$ cat src/rtl/if_fetch_stage.sv
// ---------------------------------------------------------------------------
// if_fetch_stage
//   Instruction-fetch stage feeding the IF/ID pipeline register. Owns the
//   16-bit fetch PC, issues requests to instruction memory over a
//   variable-latency req/ready handshake, and presents a registered
//   {pc, pc+2, instruction, valid} to IF/ID. Honours hazard stalls and
//   single-cycle branch redirects from EX.
//
// Ports
//   clk             system clock, rising edge
//   reset           asynchronous active-low reset
//   stall           IF/ID cannot accept; presented outputs freeze
//   branch_taken    redirect pulse from EX (highest priority)
//   branch_target   redirect address, bit0 forced to 0
//   imem_req        fetch request, imem_addr stable while high
//   imem_addr       current fetch PC
//   imem_rdata      instruction word, qualified by imem_ready
//   imem_ready      response strobe for the current imem_addr
//   pc_out          PC of the presented instruction
//   pc_plus2_out    pc_out + 2 (mod 2^16)
//   instruction_out presented instruction word (NOP_INSTR on bubbles)
//   valid_out       1 = real instruction, 0 = bubble
//   fetch_count     instructions delivered to IF/ID, wraps
// ---------------------------------------------------------------------------
module if_fetch_stage #(
    parameter logic [15:0] RESET_PC  = 16'h0000,
    parameter logic [15:0] NOP_INSTR = 16'h0000
) (
    input  logic        clk,
    input  logic        reset,
    input  logic        stall,
    input  logic        branch_taken,
    input  logic [15:0] branch_target,
    output logic        imem_req,
    output logic [15:0] imem_addr,
    input  logic [15:0] imem_rdata,
    input  logic        imem_ready,
    output logic [15:0] pc_out,
    output logic [15:0] pc_plus2_out,
    output logic [15:0] instruction_out,
    output logic        valid_out,
    output logic [15:0] fetch_count
);

    typedef enum logic {S_FETCH = 1'b0, S_HOLD = 1'b1} state_t;

    state_t      state;
    logic [15:0] fetch_pc;
    // Word that arrived while IF/ID was stalled; it waits here so the
    // memory is not asked for it twice.
    logic [15:0] hold_pc;
    logic [15:0] hold_instr;

    // Request is gated by reset so memory sees no request while reset is
    // asserted, and rises as soon as reset deasserts in S_FETCH.
    assign imem_req  = reset && (state == S_FETCH);
    assign imem_addr = fetch_pc;

    always_ff @(posedge clk or negedge reset) begin
        if (!reset) begin
            state           <= S_FETCH;
            fetch_pc        <= RESET_PC;
            hold_pc         <= RESET_PC;
            hold_instr      <= NOP_INSTR;
            pc_out          <= RESET_PC;
            pc_plus2_out    <= RESET_PC + 16'd2;
            instruction_out <= NOP_INSTR;
            valid_out       <= 1'b0;
            fetch_count     <= 16'd0;
        end else if (branch_taken) begin
            // Redirect beats stall, ready and state: any response this cycle
            // belongs to the wrong path and is dropped, and the flush bubble
            // is forced into IF/ID even under stall.
            state           <= S_FETCH;
            fetch_pc        <= {branch_target[15:1], 1'b0};
            hold_pc         <= RESET_PC;
            hold_instr      <= NOP_INSTR;
            instruction_out <= NOP_INSTR;
            valid_out       <= 1'b0;
        end else begin
            case (state)
                S_FETCH: begin
                    if (imem_ready) begin
                        if (!stall) begin
                            pc_out          <= fetch_pc;
                            pc_plus2_out    <= fetch_pc + 16'd2;
                            instruction_out <= imem_rdata;
                            valid_out       <= 1'b1;
                            fetch_pc        <= fetch_pc + 16'd2;
                            fetch_count     <= fetch_count + 16'd1;
                        end else begin
                            hold_pc    <= fetch_pc;
                            hold_instr <= imem_rdata;
                            state      <= S_HOLD;
                        end
                    end else if (!stall) begin
                        // Memory still busy: push a bubble, keep PCs.
                        instruction_out <= NOP_INSTR;
                        valid_out       <= 1'b0;
                    end
                end
                S_HOLD: begin
                    // imem_req is low here, so any imem_ready is ignored.
                    if (!stall) begin
                        pc_out          <= hold_pc;
                        pc_plus2_out    <= hold_pc + 16'd2;
                        instruction_out <= hold_instr;
                        valid_out       <= 1'b1;
                        fetch_pc        <= fetch_pc + 16'd2;
                        fetch_count     <= fetch_count + 16'd1;
                        state           <= S_FETCH;
                    end
                end
                default: state <= S_FETCH;
            endcase
        end
    end

endmodule

$ cat config.mk
export PLATFORM = sky130hd
export DESIGN_NAME = if_fetch_stage
export DESIGN_NICKNAME = d
export VERILOG_FILES = /design/src/rtl/if_fetch_stage.sv
export SDC_FILE = /design/constraint.sdc
export NUM_CORES = 1
export LEC_CHECK = 0
export ABC_AREA = 1
export CAP_MARGIN = 20
export CORE_MARGIN = 1
export CORE_UTILIZATION = 25
export DETAILED_ROUTE_END_ITERATION = 10
export PLACE_DENSITY_LB_ADDON = 0.12
export SETUP_SLACK_MARGIN = 0.02
export SYNTH_ARGS = -nofsm -noshare
export SYNTH_HDL_FRONTEND = slang
export SYNTH_SLANG_ARGS = --single-unit
export TNS_END_PERCENT = 50
$ cat constraint.sdc
create_clock -name clk -period 1.7 [get_ports clk]
set_input_delay 0.17 -clock clk [delete_from_list [all_inputs] [get_ports clk]]
set_output_delay 0.17 -clock clk [all_outputs]
set_load 0.05 [all_outputs]
== Word level (Yosys, flattened, before mapping) ==
Cells that the tools add are included.

* Add/sub/neg operators: 3
* Multipliers: 0
* Divide/modulo/power cells: 0
* Magnitude comparators: 0
* Eq/ne operators: 8
* Shifts and indexed selects: 0
* Multiplexer cells: 38
* Bitwise gates (word level): 2
* Reductions and logical operators: 7

{| class="wikitable"
|+ Operators with widths
! cell !! number
|-
| 16-bit 2-to-1 mux || 24
|-
| 16-bit case mux with 2 select lines || 5
|-
| 16-bit by 2-bit adder with 16-bit output, second input constant || 2
|-
| 16-bit by 1-bit adder with 16-bit output, second input constant || 1
|-
| 3-bit != test, second input constant || 3
|-
| 2-bit != test, second input constant || 4
|-
| 1-bit 2-to-1 mux || 7
|-
| 4-bit != test, second input constant || 1
|-
| 1-bit case mux with 2 select lines || 2
|-
| 2-bit AND reduction || 2
|-
| 4-bit AND reduction || 1
|-
| 2-bit nonzero test || 2
|-
| 3-bit AND reduction || 1
|-
| 1-bit inverter || 2
|-
| 1-bit logical AND || 1
|}

* Bits in registers: 114
* Bits in latches: 0
* Memory bits (writable): 0
* ROM bits: 0
* Input bits: 37
* Output and inout port bits: 82
* Word-level logic and storage cells: 67
* Memories kept: 0

== Longest topological paths before layout ==
* Depth after elaboration: 5
* Gate-level depth with buffers: 11
* Depth with buffers taken out: 9

== Worst setup path before layout ==
OpenSTA, ideal clock, no wires.

* Path kind: reg2reg
* Start: reg fetch_pc[2], in the netlist imem_addr[2]
* End: reg pc_plus2_out[9]
* Library setup time: 0.118 ns
* Data arrival time: 1.621 ns
* Required time: 1.582 ns
* Setup slack: -0.038 ns
* Stages on the path, launching flop included: 9
* Path buffers: 0
* Clock period less this slack: 1.738 ns
* Cells stage by stage: dfrtp_1 > ha_1 > nand2_1 > nor2_1 > nand2_1 > xor2_1 > nand2_1 > nand3_1 > nand2_1

* Word-level cells in the longest chain between the ends: 4

{| class="wikitable"
|+ RTL lines
! item !! RTL line !! text
|-
| from (decl) || 48 || <nowiki>logic [15:0] fetch_pc;</nowiki>
|-
| from (signal assigned) || 75 || <nowiki>fetch_pc <= {branch_target[15:1], 1'b0};</nowiki>
|-
| from (signal assigned) || 89 || <nowiki>fetch_pc <= fetch_pc + 16'd2;</nowiki>
|-
| from (signal assigned) || 109 || <nowiki>fetch_pc <= fetch_pc + 16'd2;</nowiki>
|-
| 16-bit by 2-bit adder with 16-bit output || 86 || <nowiki>pc_plus2_out <= fetch_pc + 16'd2;</nowiki>
|-
| 16-bit 2-to-1 mux || 84 || <nowiki>if (!stall) begin</nowiki>
|-
| 16-bit 2-to-1 mux || 83 || <nowiki>if (imem_ready) begin</nowiki>
|-
| 16-bit case mux with 2 select lines || 81 || <nowiki>case (state)</nowiki>
|-
| to (signal assigned) || 66 || <nowiki>pc_plus2_out <= RESET_PC + 16'd2;</nowiki>
|-
| to (signal assigned) || 86 ||
|-
| to (signal assigned) || 106 || <nowiki>pc_plus2_out <= hold_pc + 16'd2;</nowiki>
|-
| to (decl) || 39 || <nowiki>output logic [15:0] pc_plus2_out,</nowiki>
|}

No other way between the ends. The select of a mux whose other input is x is not followed.
A chain may end at the register's enable or synchronous reset.

== Worst setup path after layout ==
* Start: reg state
* End: out imem_req

* Word-level cells in the longest chain between the ends: 2

{| class="wikitable"
|+ RTL lines
! item !! RTL line !! text
|-
| from (decl) || 47 || <nowiki>state_t state;</nowiki>
|-
| from (signal assigned) || 61 || <nowiki>state <= S_FETCH;</nowiki>
|-
| from (signal assigned) || 74 || <nowiki>state <= S_FETCH;</nowiki>
|-
| from (signal assigned) || 94 || <nowiki>state <= S_HOLD;</nowiki>
|-
| 1-bit inverter || -- ||
|-
| 1-bit logical AND || 56 || <nowiki>assign imem_req = reset && (state == S_FETCH);</nowiki>
|-
| to (decl) || 34 || <nowiki>output logic imem_req,</nowiki>
|}

No other way between the ends.

==> impl_metrics.py <==
metrics = {
    "pwr": {
        "vdd_ir_drop_max_mv": 0.4488,
        "finalPower_uw": 7952,
        "power.leakage_uw": 0.003485,
        "power.density_nw_per_um2": 1058,
    },
    "grt": {
        "antenna_found_initial": 0,
        "grt_pass1_wl_um": 27810,
        "track_usage_pct": 15.93,
        "grt_overflow_total": 0,
        "grt_pass1_vias": 5192,
        "grt_max_degree": 113,
    },
    "yosys": {
        "synth.distinct_cells": 38,
        "synth_top_area_share_pct": 49.80,
        "ys_async_sr_fraction_pct": 100.0,
        "synth_area_sq_um": 5578,
        "ys_warn_count": 0,
        "synth_seq_cells": 112,
        "synth_edf_count": 0,
        "post-synth-top-count-cell": "nand2_1",
        "synth_compound_area_share_pct": 13.26,
        "ys_top_cells_by_count": "184 x nand2_1, 111 x dfrtp_1, 67 x inv_1, 57 x nand3_1, 52 x o21ai_0",
        "syn-instance-count": 678,
        "synthTopCellsByArea": "dfrtp_1 50%, nand2_1 12%, nand3_1 5.1%, o21ai_0 4.7%, inv_1 4.5%",
        "synthSimpleGateAreaFrac_pct": 24.50,
        "synth_mux_area_share_pct": 0.1795,
        "post_synth_fa_ha_maj_area_fraction_pct": 0.6729,
        "synth-xor-area-share_pct": 2.983,
        "synth_top_family_by_area": "simple AND/OR/NAND/NOR gates",
        "ys_seq_area_share_pct": 50.27,
        "ys.flop_type": "dfrtp_1",
        "yosys.area.top_type": "dfrtp_1",
        "avgSynthCellArea_sq_um": 8.227,
        "mappedNetlistNets": 718,
    },
    "flow_run": {
        "maxCapViolCount": 0,
    },
    "place": {
        "dp_cells": 1089,
        "dp_hpwl_um": 12570,
        "port_buffers": 116,
        "place_congestion": 0.7982,
        "place_area_sq_um": 7224,
    },
    "layout": {
        "fin_cells": 1106,
        "drive_gt1_share_pct": 19.25,
        "layout.nets": 861,
        "area_growth_pct": 34.79,
        "nFillCells": 2329,
        "final_util_pct": 34.45,
        "diodes": 0,
        "fin_area_sq_um": 7518,
    },
    "worst_setup_path": {
        "reg2reg_slack_ps": 160,
        "crit_fanout": 27,
        "critical-path-top-delay-family": "flip-flops",
        "reg2reg_depth": 9,
        "crit_slowest_cell": "dfrtp_2",
        "r2r_start": "imem_addr[1]",
        "r2r_end": "pc_plus2_out[9]",
        "critPathBufInv": 2,
        "path_cells": "buf_6 -> nor2_2 -> buf_4",
        "cpPeakStageDelay_ps": 450,
        "arrival_ps": 1420,
        "start_kind": "register",
        "crit_path_end_kind": "output port",
        "crit_type": "register to output port",
        "worstSetupPathDepth": 3,
        "required_ps": 1530,
    },
    "detailed_routing": {
        "vias": 5096,
        "finalWirelength_um": 17390,
        "drc": 0,
        "viasPerCell": 4.608,
        "initialDrtViolationCount": 206,
        "ant_nets": 0,
        "detail_route.wl_per_cell_um": 15.72,
        "drt_pass1_iterations": 4,
    },
    "hold_path": {
        "hold_path_end": "hold_instr[8]",
        "hp-class": "input port to register",
        "hold_depth": 3,
        "hp-start": "imem_rdata[8]",
    },
    "sta": {
        "rsz0062_at_grt": "no",
        "max_slew_margin_pct": 56.53,
        "finalCritPeriodShare_pct": 93.58,
        "tightest_slew_ps": 652.0,
        "finalSetupViolations": 0,
        "max_freq_ghz": 0.6286,
        "clock_skew_ps": 10.39,
        "hold_viol_final": 0,
        "slew_viol_final": 0,
        "period_minus_slack_ps": 1591,
    },
    "floorplanning": {
        "die_w_um": 151.4,
        "initial_utilization_pct": 25.56,
        "fp.dieArea_sq_um": 22910,
        "pin_count": 119,
        "die_y_um": 151.4,
        "fp-row-count": 54,
        "core-area_sq_um": 21820,
    },
    "clocking": {
        "clk_root_buffer_cell": "clkbuf_16",
        "cts_setup_buffers": 0,
        "clock_sinks": 112,
        "cts_made_buffers": 9,
        "cts_buffer_depth": 2,
        "clk_latency_ps": 360,
        "clk_pin_slew_worst_paths_ps": 80,
        "cts_tree": "yes",
        "htree_levels": 3,
    },
    "outcome": {
        "run_status": "finished, final reports clean",
    },
}
worst min-delay path: cells and delay by family:
kind | cells | cell delay, ps
buffers and inverters | 1 | 420
AO/OA/AOI/OAI | 1 | 60
AND/OR/NAND/NOR | 1 | 80
how the worst max path moves through the flow:
| stage | startpoint | to | slack (ps) |
|---|---|---|---|
| 6_report | state | imem_req | 110 |
| 5_1_grt | imem_addr[5] | pc_plus2_out[8] | 20 |
| 4_1_cts | imem_addr[1] | pc_plus2_out[9] | 20 |
| 3_5_place_dp | imem_ready | fetch_count[2] | -0.2 |
| 3_3_place_gp | imem_ready | fetch_count[2] | 20 |
| 2_1_floorplan | fetch_count[0] | fetch_count[14] | 7 |
per-layer routing:
| metal | global-route usage [%] | vias to the layer above | wire [um] |
|---|---|---|---|
| li1 | - | 2519 | - |
| met1 | 21.33 | 2435 | 8114 |
| met2 | 25.39 | 122 | 8045 |
| met3 | 3.012 | 20 | 911 |
| met4 | 5.800 | 0 | 320 |
| met5 | 0 | - | 0 |
layout by cell type (no fill, tap or decap), types with 2 or more instances in the layout:
master and instances:
a21oi_1 7, a22oi_1 25, a31oi_1 14, buf_12 9, buf_4 106, clkbuf_16 9, clkdlybuf4s50_1 34, clkinv_2 3
clkinv_4 3, clkinvlp_4 2, dfrtp_1 107, dfrtp_2 4, dlygate4sd2_1 14, ha_1 2, inv_1 67, inv_2 4
nand2_1 184, nand3_1 57, nand4_1 11, nor2_1 39, nor2_2 4, nor2_4 4, nor3_1 5, o211ai_1 6
o21ai_0 52, o21ai_1 4, o21ai_2 2, o22ai_1 12, xor2_1 17
kinds of logic (layout without fill, tap and decap cells):
group           Yosys count  count (layout)
simple gates            312             312
compound gates          124             124
flops                   112             112
buf+inv                 106             254
xor+xnor                 19              19
fa+ha+maj                 3               3
other cells               1               1
mux                       1               1
state kept, by name, indices dropped and copies added (netlist names):
name / flops
imem_addr: 15
hold_instr: 16
instruction_out: 16
state: 1
pc_plus2_out: 15
fetch_count: 16
valid_out: 1
hold_pc: 16
pc_out: 16
area by class of cell:
class | instances | area (sq um) | area share [%]
clock buffers | 10 | 229.0 | 3.045
clock inverters | 6 | 46.29 | 0.6157
inverters | 73 | 276.5 | 3.678
multi-input cells | 460 | 2347 | 31.22
flip-flops and latches | 112 | 2809 | 37.36
well taps | 280 | 350.3 | 4.660
repair buffers | 165 | 1460 | 19.42
repair_timing:
action	4_1_cts	5_1_grt
gates resized for setup	16	6
setup endpoints to repair	15	6
hold buffers	1	0
hold endpoints to repair	111	0
metrics by stage:
step	setup TNS, ps	setup WS (ps)	hold slack (ps)
3_5_place_dp	-0.2210	-0.2210	334.9
2_1_floorplan	0	6.854	-125.6
6_report	0	109.2	408.9
5_1_grt	0	21.63	429.8
4_1_cts	0	21.17	400.9
3_3_place_gp	0	15.61	340.8
where the power goes:
| part | total, uW | internal, uW | switching [uW] | leakage (uW) |
|---|---|---|---|---|
| logic | 2610 | 822 | 1790 | 0.00192 |
| registers | 3290 | 2990 | 300 | 0.00143 |
| clock network | 2050 | 1000 | 1040 | 0.000129 |
| total | 7950 | 4820 | 3140 | 0.00349 |
(Power assumes the default switching activity.)
